**src/rtl/fifo_pkg.sv**
```systemverilog
// Shared constants and types for the single-clock FIFO read-side drain.
package fifo_pkg;
  localparam int FIFO_SKID_DEPTH = 2;
  localparam int OCC_W = $clog2(FIFO_SKID_DEPTH + 1);

  typedef logic [OCC_W-1:0] occ_t;
  // One extra bit so occupancy plus an in-flight read cannot wrap.
  typedef logic [OCC_W:0]   pend_t;
endpackage

```
**src/rtl/fifo_skid2.sv**
```systemverilog
// Two-entry skid buffer: slot0 is the head, slot1 absorbs one word of consumer stall.
module fifo_skid2
  import fifo_pkg::*;
#(
  parameter int dw = 8
) (
  input  logic          i_clk,
  input  logic          i_rst,
  input  logic          i_flush,
  input  logic          i_push,
  input  logic [dw-1:0] i_data,
  input  logic          i_pop,
  output logic [dw-1:0] o_head,
  output logic          o_valid,
  output occ_t          o_occ
);
  logic [dw-1:0] r_slot0;
  logic [dw-1:0] r_slot1;
  occ_t          r_occ;
  logic          r_valid;
  occ_t          w_occ_after_pop;
  occ_t          w_occ_next;

  assign w_occ_after_pop = r_occ - occ_t'(i_pop);

  always_comb begin
    w_occ_next = w_occ_after_pop + occ_t'(i_push);
    if (i_flush) w_occ_next = '0;
  end

  // A pushed word lands in the first slot left free after this cycle's pop.
  always_ff @(posedge i_clk) begin
    if (i_rst) begin
      r_occ   <= '0;
      r_valid <= 1'b0;
      r_slot0 <= '0;
    end else begin
      r_occ   <= w_occ_next;
      r_valid <= (w_occ_next != '0);
      if (!i_flush) begin
        if (i_pop && (r_occ == occ_t'(FIFO_SKID_DEPTH))) r_slot0 <= r_slot1;
        if (i_push) begin
          if (w_occ_after_pop == '0) r_slot0 <= i_data;
          else                       r_slot1 <= i_data;
        end
      end
    end
  end

  assign o_head  = r_slot0;
  assign o_valid = r_valid;
  assign o_occ   = r_occ;
endmodule

```
**src/rtl/fifo_sc_stream_rd.sv**
```systemverilog
// Drains a registered-read FIFO into a full-rate valid/ready stream through a 2-entry skid buffer.
module fifo_sc_stream_rd
  import fifo_pkg::*;
#(
  parameter int dw = 8,
  parameter int cw = 16
) (
  input  logic          i_clk,
  input  logic          i_rst,
  input  logic          i_clr,
  input  logic          i_fifo_empty,
  input  logic [dw-1:0] i_fifo_dout,
  output logic          o_fifo_re,
  output logic          o_out_valid,
  output logic [dw-1:0] o_out_data,
  input  logic          i_out_ready,
  output logic [cw-1:0] o_words_out,
  output logic          o_busy
);
  logic          r_inflight;
  logic [cw-1:0] r_words_out;
  occ_t          w_occ;
  logic          w_pop;
  pend_t         w_pending;

  assign w_pop = o_out_valid & i_out_ready;

  // Words already committed to the buffer once this cycle's pop retires.
  assign w_pending = pend_t'(w_occ) + pend_t'(r_inflight) - pend_t'(w_pop);
  assign o_fifo_re = !i_rst & !i_clr & !i_fifo_empty &
                     (w_pending < pend_t'(FIFO_SKID_DEPTH));

  fifo_skid2 #(.dw(dw)) u_skid (
    .i_clk   (i_clk),
    .i_rst   (i_rst),
    .i_flush (i_clr),
    .i_push  (r_inflight),
    .i_data  (i_fifo_dout),
    .i_pop   (w_pop),
    .o_head  (o_out_data),
    .o_valid (o_out_valid),
    .o_occ   (w_occ)
  );

  // clr leaves the counter alone; the in-flight word is dropped because the FIFO clears too.
  always_ff @(posedge i_clk) begin
    if (i_rst) begin
      r_inflight  <= 1'b0;
      r_words_out <= '0;
    end else begin
      r_inflight <= o_fifo_re;
      if (w_pop) r_words_out <= r_words_out + cw'(1);
    end
  end

  assign o_words_out = r_words_out;
  assign o_busy      = r_inflight | (w_occ != '0);
endmodule
```
**config.mk**
```make
export PLATFORM = sky130hd
export DESIGN_NAME = fifo_sc_stream_rd
export DESIGN_NICKNAME = d
export VERILOG_FILES = /design/src/rtl/fifo_pkg.sv /design/src/rtl/fifo_skid2.sv /design/src/rtl/fifo_sc_stream_rd.sv
export SDC_FILE = /design/constraint.sdc
export NUM_CORES = 1
export LEC_CHECK = 0
export ABC_AREA = 0
export CORE_AREA = 10 10 66 90
export DETAILED_ROUTE_END_ITERATION = 16
export DIE_AREA = 0 0 76 100
export PLACE_DENSITY = 0.65
export SYNTH_ARGS = -nofsm -noshare
export SYNTH_HDL_FRONTEND = slang
export SYNTH_SLANG_ARGS = --single-unit
```
**constraint.sdc**
```tcl
create_clock -name i_clk -period 2.15 [get_ports i_clk]
set_clock_uncertainty 0.15 [all_clocks]
set_input_delay 0.43 -clock i_clk [delete_from_list [all_inputs] [get_ports i_clk]]
set_output_delay 0.43 -clock i_clk [all_outputs]
set_load 0.05 [all_outputs]
```
# Yosys cells after proc, flatten, opt, wreduce, memory -nomap -nowiden
# Index checks and enable logic that the tools add are counted.
[word_totals] register_bits=36 input_bits=13 out_inout_bits=27 wordCells=33
[classes] add_sub_neg=5 magnitude_cmp=1 n_eq_ne=1 n_mux=4 bitwise_logic=8 n_reduce_logical=8
[ops] cell="$mux 8" n=3
[ops] cell="$add 16x1->16 const B" n=1
[ops] cell="$and 1x1->1" n=4
[ops] cell="$reduce_and 4->1" n=1
[ops] cell="$reduce_bool 2->1" n=2
[ops] cell="$add 2x1->3" n=1
[ops] cell="$logic_not 1->1" n=3
[ops] cell="$lt 3x2->1 const B" n=1
[ops] cell="$not 1->1" n=3
[ops] cell="$sub 3x1->3" n=1
[ops] cell="$add 2x1->2" n=1
[ops] cell="$eq 2x2->1 const B" n=1
[ops] cell="$logic_not 2->1" n=1
[ops] cell="$mux 2" n=1
[ops] cell="$sub 2x1->2" n=1
[ops] cell="$logic_and 1x1->1" n=1
[ops] cell="$or 1x1->1" n=1

# Depth between registers and ports, before layout
# Gate-level depths: netlist of run 1.
[depth] word_depth=5 depth_mapped=8

# Cells and area by module
# Synthesis of run 1 repeated with hierarchy kept, for this count alone.
[unflattened] hier_cells=157 hier_area_um2=1655.3
[by_module_without_submodules] mod="fifo_sc_stream_rd" instances=1 cells_per_inst=93 area_per_inst_um2=868.3
[by_module_without_submodules] mod="fifo_skid2" instances=1 cells_per_inst=64 area_per_inst_um2=787.0

# Least setup slack after synthesis of run 1
# Ideal clock, no wire load.
[synth_timing] path_kind="register -> output" from="register u_skid.r_valid (netlist: u_skid.o_valid)" to="output o_fifo_re" arrival_time_ps=2448 path_slack_ps=-878 path_stages_with_launch=8 path_buffers=1 path_cell_list="dfxtp_1 and3b_2 buf_2 or2_2 nand2_1 fa_1 xnor2_1 and4b_1"
[synth_between] elab_chain_cells=4
[synth_rtl] item="from (decl)" line_no="fifo_skid2.sv:20" text="logic r_valid;"
[synth_rtl] item="from (signal assigned)" line_no="fifo_skid2.sv:39" text="r_valid <= (w_occ_next != '0);"
[synth_rtl] item="$and 1x1->1" line_no="fifo_sc_stream_rd.sv:26" text="assign w_pop = o_out_valid & i_out_ready;"
[synth_rtl] item="$sub 3x1->3" line_no="fifo_sc_stream_rd.sv:29" text="assign w_pending = pend_t'(w_occ) + pend_t'(r_inflight) - pend_t'(w_pop);"
[synth_rtl] item="$lt 3x2->1" line_no="fifo_sc_stream_rd.sv:31" text="(w_pending < pend_t'(FIFO_SKID_DEPTH));"
[synth_rtl] item="$and 1x1->1" line_no="fifo_sc_stream_rd.sv:30" text="assign o_fifo_re = !i_rst & !i_clr & !i_fifo_empty &"
[synth_rtl] item="to (decl)" line_no="fifo_sc_stream_rd.sv:13" text="output logic o_fifo_re,"
# No other way between the ends.

# Final worst setup path of run 1
# Same ends and word-level chain as after synthesis.

==> results.txt, run 1 <==
The flow ran to the end, but the final reports show violations. The final reports fail on setup timing. Final weighted congestion in routability-driven placement: 0.749.

TritonCTS built the clock tree. The cell sitting at the root of the clock tree is a clkbuf_8. In this run the core area contains 29 standard-cell rows. The finished layout holds 267 standard cells, fillers aside.

The tools report the share of total power in combinational logic as 0.100. The routed wire length is 3780 µm. The first global-routing pass estimated 6640 µm of wire.

After synthesis, the largest family of logic cells by area is simple AND/OR/NAND/NOR gates. The proportion of synthesized chip area in sequential cells came out at 0.506. The share of the clock period used by the worst path after layout was 1.18.

VDD sags by at most 0.378 mV. The cell taking the most area after synthesis was dfxtp_1. The layout has 409 filler cells. The shortest clock period the worst path allows after layout was 2530 ps; the setup fix buffers added after clock tree synthesis was 0. The min-delay analysis places its worst path in the category register to register. STA classifies the critical path endpoint as an output pin.

The region available for standard cell placement spans 4390 µm². In this run, synthesis inferred 8 flip-flops with an integrated enable. The total routing resource utilization after global routing was 0.104; the count of nets left with antenna violations after detail routing was 0. The xor/xnor share of the synthesized area came out at 0.0831.

DRC violation total after the first TritonRoute iteration: 64. The synthesis-stage register bit count was 36; the slack of the worst reg-to-reg path was 230 ps. The per-cell routed wire length was 14.2 µm. The number of distinct standard cells referenced by the synthesized netlist came out at 40. Port buffering added 39 buffers. For the total placed cells including tap cells, the log shows 259. 40 I/O pins were placed. The run gives 0 as the number of endpoints with negative hold slack in the final report. The ratio of cells with drive above 1 in the final layout is 0.273. The maximum achievable frequency came out at 0.395 GHz. Yosys attributes the largest share of cell area to dfxtp_1 35%, edfxtp_1 15%, xnor2_1 5.5%. Detailed-placement wirelength estimate: 2940 µm. The max-slew violation count is 0, and the post-synthesis compound-gate area fraction is 0.117.

The number of warnings reported in the yosys synthesis log came out at 0. Synthesis produced a netlist with a net count of 166. The tools report the cell-internal power as 1.11 mW.

The power dissipated by switching net loads came out at 0.319 mW. The clock transition time at the flip-flop clock pins of the worst setup and hold paths was 70 ps; the share of synthesized cell area in full adder, half adder and majority cells was 0.0285. The per-cell via count in the routed design was 4.97; the antenna diode count was 0.

The run gives 1 as the number of endpoints failing setup at the final stage. The effective utilization at floorplan is 0.360. Layout overhead on the synthesized area: 42.2%. In this run the vertical extent of the chip is 100 µm. In this run the deepest clock path goes through 2 buffers. The net switching fraction of the power was 0.224; the leakage power figure was 0.802 nW. The final critical-path setup slack is -384 ps.

Counting every sink on the clock net gives 36. STA classifies the critical path startpoint as a register. The number of nets in the layout was 220; the fraction of power consumed by the clock network was 0.406.

The tools report the H-tree depth as 2. The part of the total power dissipated in sequential elements is 0.495. The cell count after synthesis was 150; the remaining global-route overflow was 0.

The power density over the cells was 634 nW/µm²; the arrival time at the worst endpoint was 1950 ps. For the pin with the worst max-slew slack, the measured transition is 525 ps. Hold-fix buffer count after cts: 0. The logs give 7600 µm² for the total die area and 0 for the number of antenna violations at the first check in global routing. For the final routed database, the setup TNS stands at -384 ps.

The clock network latency to the later pin of the worst-skew pair was 280 ps; the end-of-flow core utilization was 0.512. Along the worst path, the maximum fanout reaches 4. The required time of the worst setup path was 1570 ps. From left edge to right edge, the die measures 76 µm.

In this run the cell area of the synthesized design comes to 1580 µm². For this run, the detailed router's first-pass iteration total came to 5. For this run, design rule violations remaining after detail routing come to 0.

Across the run, the number of max-cap violations was 0. The run gives 1,326 as the number of vias after detailed routing. Among all flip-flop cells after synthesis, the most frequent one is dfxtp_1. On the final layout, the worst hold slack is 322 ps.

Power comes to 1.43 mW. The average size of a mapped cell was 10.5 µm². The critical path is of the register to output pin type. The share of the synthesized area in the top cell type works out to 0.354. The via count of the first global-routing pass is 1,426, and the proportion of register bits with asynchronous set or reset after synthesis is 0.

The tools report the relative max-transition margin as 0.649. The share of synthesized area spent on multiplexers was 0.00712. Setup repair after global routing could not meet its margin everywhere.

The simple-gate share of the synthesized area is 0.233, and the clock buffer count from CTS is 5. The pin count of the biggest net entering global routing was 29.
power groups by stage:
stage	clock [mW]	combinational [mW]	sequential (mW)
finish	0.578	0.142	0.705
global route	0.625	0.152	0.706
CTS	0.587	0.143	0.705
detailed placement	0	0.142	0.720
global placement	0	0.139	0.720
floorplan	0	0.0491	0.743
logic make-up after synthesis:
logic type,Yosys count
XOR/XNOR,15
flip-flops,36
adder cells (fa/ha/maj),3
multiplexers,1
AO/OA/AOI/OAI,25
buffers and inverters,10
AND/OR/NAND/NOR,60
final timing paths:
path | to | cells after the start | startpoint
worst min-delay path | u_skid.o_head[6]$_SDFFE_PP0N_ | 1 | u_skid.o_head[6]$_SDFFE_PP0N_
worst min register to register | u_skid.o_head[6]$_SDFFE_PP0N_ | 1 | u_skid.o_head[6]$_SDFFE_PP0N_
worst max register to register | u_skid.o_valid$_SDFF_PP0_ | 7 | u_skid.o_valid$_SDFF_PP0_
worst max-delay path | o_fifo_re | 6 | u_skid.o_valid$_SDFF_PP0_
layout by cell type, fill, tap and decap left out, drive strengths merged, types with 3 or more instances in the layout:
master and count:
dfxtp 28, buf 27, clkdlybuf4s50 26, nor2 15
xnor2 10, a22oi 8, o2bb2ai 8, edfxtp 8
nand2 7, nor4 6, nand3 6, clkbuf 6
xor2 5, a21oi 4, inv 4, nor3 4
nand4 4, nand2b 3, or3 3
flip-flops by register name, summed over array words and instances, names as in the netlist:
signal	flops
o_words_out	16
r_inflight	1
u_skid.o_head	8
u_skid.o_occ	2
u_skid.o_valid	1
u_skid.r_slot1	8
final cells by class:
cell class                      instances  area, µm²  area share
Clock inverter                          2       35.0      0.0156
Multi-Input combinational cell        104        763       0.339
Timing Repair Buffer                   53        473       0.210
Tap cell                               62       77.6      0.0345
Clock buffer                            6       72.6      0.0323
Inverter                                4       15.0     0.00668
Sequential cell                        36        812       0.361
synthesized netlist by cell type (all sizes together), types with 2 or more instances:
cell type	number
a21oi	4
a22oi	8
and3b	2
and4b	2
buf	3
clkbuf	3
dfxtp	28
edfxtp	8
ha	2
inv	4
nand2	7
nand2b	3
nand3	6
nand4	4
nor2	15
nor3	4
nor4	6
o21ai	2
o2bb2ai	8
or2	2
or3	3
xnor2	10
xor2	5
critical path, cell delays in order, from the launching register on:
cell and delay (ps):
dfxtp_4 360, and3b_2 200, or2_4 240, nand2_2 70, fa_2 440, and4b_4 230, buf_12 140
stage by stage:
stage	instance area, µm²	setup WS (ps)
floorplan	1610	-274
global placement	2130	-644
detailed placement	2130	-686
CTS	2250	-403
global route	2250	-451
finish	2250	-384
repair_timing:
action / CTS / global route
gates resized for setup: 7 / 0
pin swaps: 2 / 1
endpoints found under the setup margin: 2 / 1
per-layer routing:
layer,GRT usage,share of wire,vias up
li1,-,-,655
met1,0.107,0.40,618
met2,0.180,0.49,49
met3,0.0537,0.096,4
met4,0.0263,0.0082,0
met5,0,0,-
No activity file was read; power rests on OpenSTA's default activity.
==> run 2, diff against run 1 <==
--- a/config.mk
+++ b/config.mk
@@ -10,6 +10,7 @@
 export DETAILED_ROUTE_END_ITERATION = 16
 export DIE_AREA = 0 0 76 100
 export PLACE_DENSITY = 0.65
+export SKIP_CTS_REPAIR_TIMING = 1
 export SYNTH_ARGS = -nofsm -noshare
 export SYNTH_HDL_FRONTEND = slang
 export SYNTH_SLANG_ARGS = --single-unit
==> run 2 against run 1 <==
Net effect: sequential power about the same; the run still ends with setup timing left; setup slack about the same; first-iteration DRC count up 16%; die area unchanged.
==> results.txt, run 2 (same netlist as run 1, synthesis figures left out) <==
The flow ran to the end, but the final reports show violations. The final reports fail on setup timing. The sequential cell area is 812 µm² (unchanged). The per-cell routed wire length is 14.1 µm (-0.11%), and the area used by multi-input combinational logic is 771 µm² (+0.98%). Walking the worst path, the cells encountered are and3b_2 -> or2_4 -> nand2_2 -> fa_2 -> and4b_4 -> buf_12. The global-route wire length before repair is 6620 µm (-0.20%), and the slack of the worst reg-to-reg path is 210 ps (-20 ps). Final critical-path setup slack: -384 ps (+0.262 ps). The run gives 29 (unchanged) as the site row count. The run gives 408 (-0.24%) as the number of filler cells placed in the layout.

The clock buffer count from CTS is 5 (unchanged), and the max-slew violation count is 0 (unchanged). The tools report the worst flop-to-flop path endpoint as u_skid.o_valid$_SDFF_PP0_. The power dissipated by switching net loads was 0.318 mW (about the same); the number of violations of the max-capacitance limit was 0 (unchanged). The total non-filler cell area in the finished layout came out at 2260 µm² (+0.67%). Startpoint of the most critical setup path: u_skid.o_valid$_SDFF_PP0_. The chip width works out to 76 µm (unchanged). The placement-stage cell area came out at 2130 µm² (unchanged).

The run gives 0.180 (unchanged) as the met2 layer usage reported by global route. The logs give 220 (unchanged) for the number of nets in the layout and 3780 µm (-0.11%) for the routed wire length. DRC violations left: 0 (unchanged).

The most common library cell in the layout ignoring fill and taps was clkdlybuf4s50_1. Number of flip-flops in the largest register: 16 (unchanged). The run gives 7600 µm² (unchanged) as the total die area.

The area of the core is 4390 µm² (unchanged), and the net switching fraction of the power is 0.223 (-0.000246). The logs give 0 (unchanged) for the count of nets left with antenna violations after detail routing and 0.107 (-0.000585) for the met1 track utilization from global routing. The run gives 29 (unchanged) as the pin count of the biggest net entering global routing. The worst reg-to-reg path cell count works out to 7 (unchanged).

Biggest fanout along the worst timing path: 4 (unchanged). The number of antenna violations at the first check in global routing is 0 (unchanged). The worst register-to-register path begins at u_skid.o_valid$_SDFF_PP0_.

The detailed-placement wirelength estimate is 2940 µm (unchanged), and the deepest clock path buffer count is 2 (unchanged). The number of buffers inserted by port buffering came out at 39 (unchanged). In the layout the commonest cells are 26 x clkdlybuf4s50_1, 25 x buf_4, 21 x dfxtp_1.

The clock transition time at the flip-flop clock pins of the worst setup and hold paths is 70 ps (about the same). The effective utilization at floorplan is 0.360 (unchanged), and the cell-internal power is 1.11 mW (+0.12%). TritonCTS built the clock tree. Setup repair after global routing could not meet its margin everywhere. The shortest clock period the worst path allows after layout was 2530 ps (-0.262 ps); the I/O pin count was 40 (unchanged).

The arrival time at the worst endpoint is 1950 ps (about the same). CTS placed an instance of clkbuf_8 at the clock tree root. The peak per-stage delay on the critical path is 440 ps (about the same).

The via count of the first global-routing pass is 1,428 (+0.14%). The kind of path behind the tightest hold check is register to register. The total routing resource utilization after global routing is 0.103 (-0.000206), and the per-cell via count in the routed design is 4.97 (+0.15%). Share of total power in combinational logic: 0.101 (about the same). The run gives 280 ps (about the same) as the clock network latency to the later pin of the worst-skew pair.

The number of endpoints with negative hold slack in the final report was 0 (unchanged); the number of endpoints failing setup at the final stage was 1 (unchanged). The actual transition at the worst max-transition pin was 524 ps (-0.820 ps); the relative max-transition margin was 0.649 (about the same). The part of the total power dissipated in sequential elements is 0.495 (about the same). For the sink count of the clock tree, the log shows 36 (unchanged). The worst setup path is captured at an output pin. For the required time of the worst setup path, the log shows 1570 ps (about the same). The H-tree depth came out at 2 (unchanged).

On the critical path, the stage with the largest delay is an instance of fa_2. The die height came out at 100 µm (unchanged). The remaining global-route overflow was 0 (unchanged); the final weighted congestion in routability-driven placement was 0.749 (unchanged). The category of the most critical setup path is register to output pin. STA classifies the critical path startpoint as a register. Power density over the cells: 630 nW/µm² (-0.58%).

In this run the worst setup path terminates at o_fifo_re. The count of placed standard cells in the final layout, fillers left out was 267 (unchanged). The DRC violation total after the first TritonRoute iteration came out at 74 (+16%). The worst-case hold slack was 322 ps (+0.0230 ps); the layout overhead on the synthesized area was 43.1%. The antenna diode count came out at 0 (unchanged).

The leakage power figure came out at 0.812 nW (+1.3%). The ratio of cells with drive above 1 in the final layout is 0.268 (-0.00488). The logs give 4 (-1) for the length of the first detailed-routing pass in iterations and 259 (unchanged) for the total placed cells including tap cells. The share of the clock period used by the worst path after layout is 1.18 (about the same). The tools report the maximum achievable frequency as 0.395 GHz (about the same).

The peak ir drop on the vdd network came out at 0.378 mV (about the same). The logs give 0.405 (about the same) for the fraction of power consumed by the clock network and 1,328 (+0.15%) for the number of vias after detailed routing. The global routing stage identified its most utilized layer as met2. The met3 usage in global routing is 0.0537 (unchanged).
run 2: routing by layer:
layer  wire [µm]  vias to the layer above
met1        1520                      622
li1            -                      657
met4          29                        0
met5           0                        -
met2        1880                       45
met3         345                        4
run 2: worst min path at each step:
stage	start	to	slack (ps)	depth (start not counted)
after floorplan	u_skid.r_slot1[0]$_DFFE_PP_	u_skid.o_head[0]$_SDFFE_PP0N_	360	2
after global placement	u_skid.o_head[5]$_SDFFE_PP0N_	u_skid.o_head[5]$_SDFFE_PP0N_	300	1
after detailed placement	u_skid.o_head[2]$_SDFFE_PP0N_	u_skid.o_head[2]$_SDFFE_PP0N_	300	1
after CTS	u_skid.o_head[2]$_SDFFE_PP0N_	u_skid.o_head[2]$_SDFFE_PP0N_	330	1
after global routing	u_skid.o_head[2]$_SDFFE_PP0N_	u_skid.o_head[2]$_SDFFE_PP0N_	340	1
final	u_skid.o_head[6]$_SDFFE_PP0N_	u_skid.o_head[6]$_SDFFE_PP0N_	320	1
run 2: worst max-delay path, delay by kind of cell, from the launching register on:
kind          cells  cell delay, ps
simple gates      4             730
fa+ha+maj         1             440
flops             1             360
buf+inv           1             140
run 2: final cells by class:
class	instances	share of cell area
Inverter	4	0.00663
Multi-Input combinational cell	104	0.341
Sequential cell	36	0.359
Clock inverter	2	0.0155
Tap cell	62	0.0343
Clock buffer	6	0.0321
Timing Repair Buffer	53	0.212
run 2: power groups by stage:
stage	logic, mW	clock network, mW	registers, mW
after global placement	0.139	0	0.720
after CTS	0.143	0.587	0.705
after detailed placement	0.142	0	0.720
after floorplan	0.0491	0	0.743
after global routing	0.154	0.625	0.707
final	0.143	0.577	0.705
run 2: through the flow:
step	util	setup WS (ps)	TNS, ps	total power, mW
CTS	0.510	-692	-717	1.44
global placement	0.486	-644	-1780	0.859
finish	0.516	-384	-384	1.43
global route	0.516	-466	-466	1.49
floorplan	-	-274	-274	0.792
detailed placement	0.486	-686	-2380	0.863
==> run 3, diff against run 2 <==
==> constraint.sdc (replaced) <==
create_clock -name i_clk -period 2.2 [get_ports i_clk]
set_clock_uncertainty 0.15 [all_clocks]
set_input_delay 0.44 -clock i_clk [delete_from_list [all_inputs] [get_ports i_clk]]
set_output_delay 0.44 -clock i_clk [all_outputs]
set_load 0.05 [all_outputs]
==> run 3 against run 2 <==
Net effect: the flow still finishes with violations (setup timing); first-iteration DRC count shrank 30%; via count fell by 1.3%; critical path depth stayed put; final cell count fell by 0.75%; non-clock buffer count is 2 lower; wire length increased by 3.4%; hold slack worse by 3.2 ps; clock-buffer cell count stayed put.
==> results.txt, run 3 (same netlist as run 1, synthesis figures left out) <==
The run gives 0 (unchanged) as the antenna diode count. Terminating pin of the worst hold path: u_skid.o_head[3]$_SDFFE_PP0N_. The checks that failed: setup timing. Based on the critical path, the design can be clocked at up to 0.392 GHz. The number of flip-flops in the largest register is 16 (unchanged). In this run the clock root is driven by a clkbuf_8. The number of antenna violations at the first check in global routing was 0 (unchanged); the per-cell via count in the routed design was 4.95 (-0.54%).

For the length of the first detailed-routing pass in iterations, the log shows 4 (unchanged). The tools report the total routing resource utilization after global routing as 0.104 (+0.000815). Per-cell routed wire length: 14.7 µm (+4.2%).

The number of violations of the max-capacitance limit is 0 (unchanged), and the net switching fraction of the power is 0.224 (+0.000340). Global-route wire length before repair: 6520 µm (-1.6%). Setup repair after global routing could not meet its margin everywhere. The slack of the worst reg-to-reg path is 240 ps (+30 ps). Walking the worst path, the cells encountered are and3b_2 -> or2_4 -> nand2_2 -> fa_2 -> and4b_4 -> buf_12. For the number of endpoints failing setup at the final stage, the log shows 1 (unchanged). The run finished, with violations left.

The logs give 0.097 (-0.004) for the share of total power in combinational logic and 420 (+2.9%) for the number of filler cells placed in the layout. The via count of the first global-routing pass is 1,372 (-3.9%), and the routed wire length is 3910 µm (+3.4%). DRC violations left: 0 (unchanged).

The total buffers and inverters traversed by the critical path was 1 (unchanged); the peak ir drop on the vdd network was 0.404 mV (+6.8%). The number of nets in the layout was 218 (-0.91%). STA classifies the critical path startpoint as a register.

The worst setup path is captured at an output pin. The actual transition at the worst max-transition pin works out to 518 ps (-6.13 ps). Leaving out fill and tap cells, the most frequent cells in the layout are 31 x clkdlybuf4s50_1, 24 x dfxtp_1, 18 x buf_4. From synthesis to final layout, the design area changed by 42.8%.

The kind of path behind the tightest hold check was register to register. Worst flop-to-flop path endpoint: u_skid.o_valid$_SDFF_PP0_. The DRC violation total after the first TritonRoute iteration came out at 52 (-30%).

The instance count on the critical path came out at 6 (unchanged). The number of buffers inserted by port buffering was 39 (unchanged); the biggest fanout along the worst timing path was 3 (-1). The worst reg-to-reg path cell count was 7 (unchanged). The clock network latency to the later pin of the worst-skew pair was 290 ps (about the same).

Shortest clock period the worst path allows after layout: 2550 ps. The logs give 1.11 mW (+0.11%) for the cell-internal power and 2130 µm² (-0.29%) for the placement-stage cell area. The area of the core came out at 4390 µm² (unchanged). The tools report the count of nets left with antenna violations after detail routing as 0 (unchanged). For the max-slew violation count, the log shows 0 (unchanged). The tools report the startpoint of the most critical hold path as u_skid.o_head[3]$_SDFFE_PP0N_. The worst register-to-register path begins at u_skid.o_valid$_SDFF_PP0_. The final critical-path setup slack is -353 ps (+30.9 ps). The most common library cell in the layout ignoring fill and taps was clkdlybuf4s50_1.

The tools report the number of endpoints with negative hold slack in the final report as 0 (unchanged). TritonCTS built the clock tree. The part of the total power dissipated in sequential elements was 0.483 (-0.012).

The pin count of the biggest net entering global routing is 29 (unchanged). The tools report the power dissipated by switching net loads as 0.319 mW (+0.31%). The clock transition time at the flip-flop clock pins of the worst setup and hold paths works out to 70 ps (about the same). The arrival time at the worst endpoint came out at 1960 ps (about the same).

The run gives 29 (unchanged) as the site row count. The slowest stage of the critical path is the fa_2 cell. Cell depth of the worst hold path: 1 (unchanged).

The required time of the worst setup path was 1610 ps (+40 ps); the sink count of the clock tree was 36 (unchanged). The peak per-stage delay on the critical path is 440 ps (about the same), and the total die area is 7600 µm² (unchanged). The die height came out at 100 µm (unchanged). For the number of vias after detailed routing, the log shows 1,311 (-1.3%).

The share of the clock period used by the worst path after layout is 1.16, and the final weighted congestion in routability-driven placement is 0.782 (+4.4%). The tools report the worst-case hold slack as 319 ps (-3.22 ps). The setup path with the least slack is of type register to output pin.

The fraction of power consumed by the clock network came out at 0.420 (+0.015). For the deepest clock path buffer count, the log shows 2 (unchanged). For the detailed-placement wirelength estimate, the log shows 2960 µm (+0.58%). The H-tree depth is 2 (unchanged), and the clock buffer count from CTS is 5 (unchanged).

For the relative max-transition margin, the log shows 0.654 (+0.00410). The chip width came out at 76 µm (unchanged). The largest delay contributor family on the critical path is simple AND/OR/NAND/NOR gates.

The I/O pin count is 40 (unchanged). Effective utilization at floorplan: 0.360 (unchanged). For the leakage power figure, the log shows 0.793 nW (-2.3%). The power density over the cells works out to 633 nW/µm² (+0.37%). The remaining global-route overflow came out at 0 (unchanged).

The total non-filler cell area in the finished layout was 2260 µm² (-0.22%). The ratio of cells with drive above 1 in the final layout is 0.222 (-0.0466).
-- run 3: cell count changes in the layout (fill, tap and decap cells not counted), sizes merged --
cell           previous run  this run
clkdlybuf4s50            26        31
buf                      26        19
-- run 3: final cells by class --
cell class / instances / area [µm²] / area share
tap: 62 / 77.6 / 0.0343
timing repair buffer: 51 / 478 / 0.212
inverter: 4 / 15.0 / 0.00665
sequential: 36 / 808 / 0.358
clock inverter: 2 / 33.8 / 0.0150
clock buffer: 6 / 82.6 / 0.0366
multi-input combinational: 104 / 763 / 0.338
-- run 3: metrics by stage --
stage | worst slack (ps) | setup TNS, ps | util | power, mW | instances
5_1_grt | -409 | -409 | 0.514 | 1.48 | 265
2_1_floorplan | -234 | -234 | - | 0.774 | 150
6_report | -353 | -353 | 0.514 | 1.43 | 265
3_5_place_dp | -656 | -2060 | 0.484 | 0.842 | 257
4_1_cts | -660 | -668 | 0.511 | 1.44 | 265
3_3_place_gp | -607 | -1360 | 0.484 | 0.838 | 257
-- run 3: worst reg2reg max path, stage by stage, from the launching register on --
cell     delay [ps]
dfxtp_4         350
and3b_2         210
or2_4           240
ha_1            190
xor2_1          150
xnor2_1         160
nor3_1           90
or2_2           310
-- run 3: worst max path at each step --
stage / startpoint / endpoint / slack (ps)
after global placement: i_out_ready / o_fifo_re / -610
final: u_skid.o_valid$_SDFF_PP0_ / o_fifo_re / -350
after floorplan: u_skid.o_valid$_SDFF_PP0_ / o_fifo_re / -230
after detailed placement: i_out_ready / o_fifo_re / -660
after global routing: u_skid.o_occ[0]$_SDFF_PP0_ / o_fifo_re / -410
after CTS: i_out_ready / o_fifo_re / -660
-- run 3: per-layer routing --
metal  GRT usage  share of wire
met5           0              0
met4      0.0395          0.015
met3      0.0590           0.10
met2       0.177           0.50
met1       0.104           0.39
-- run 3: power groups by stage --
stage,clock network [mW],logic (mW),registers [mW]
after floorplan,0,0.0480,0.726
after global placement,0,0.135,0.703
after detailed placement,0,0.138,0.704
after CTS,0.613,0.139,0.689
after global routing,0.643,0.148,0.690
final,0.601,0.138,0.689
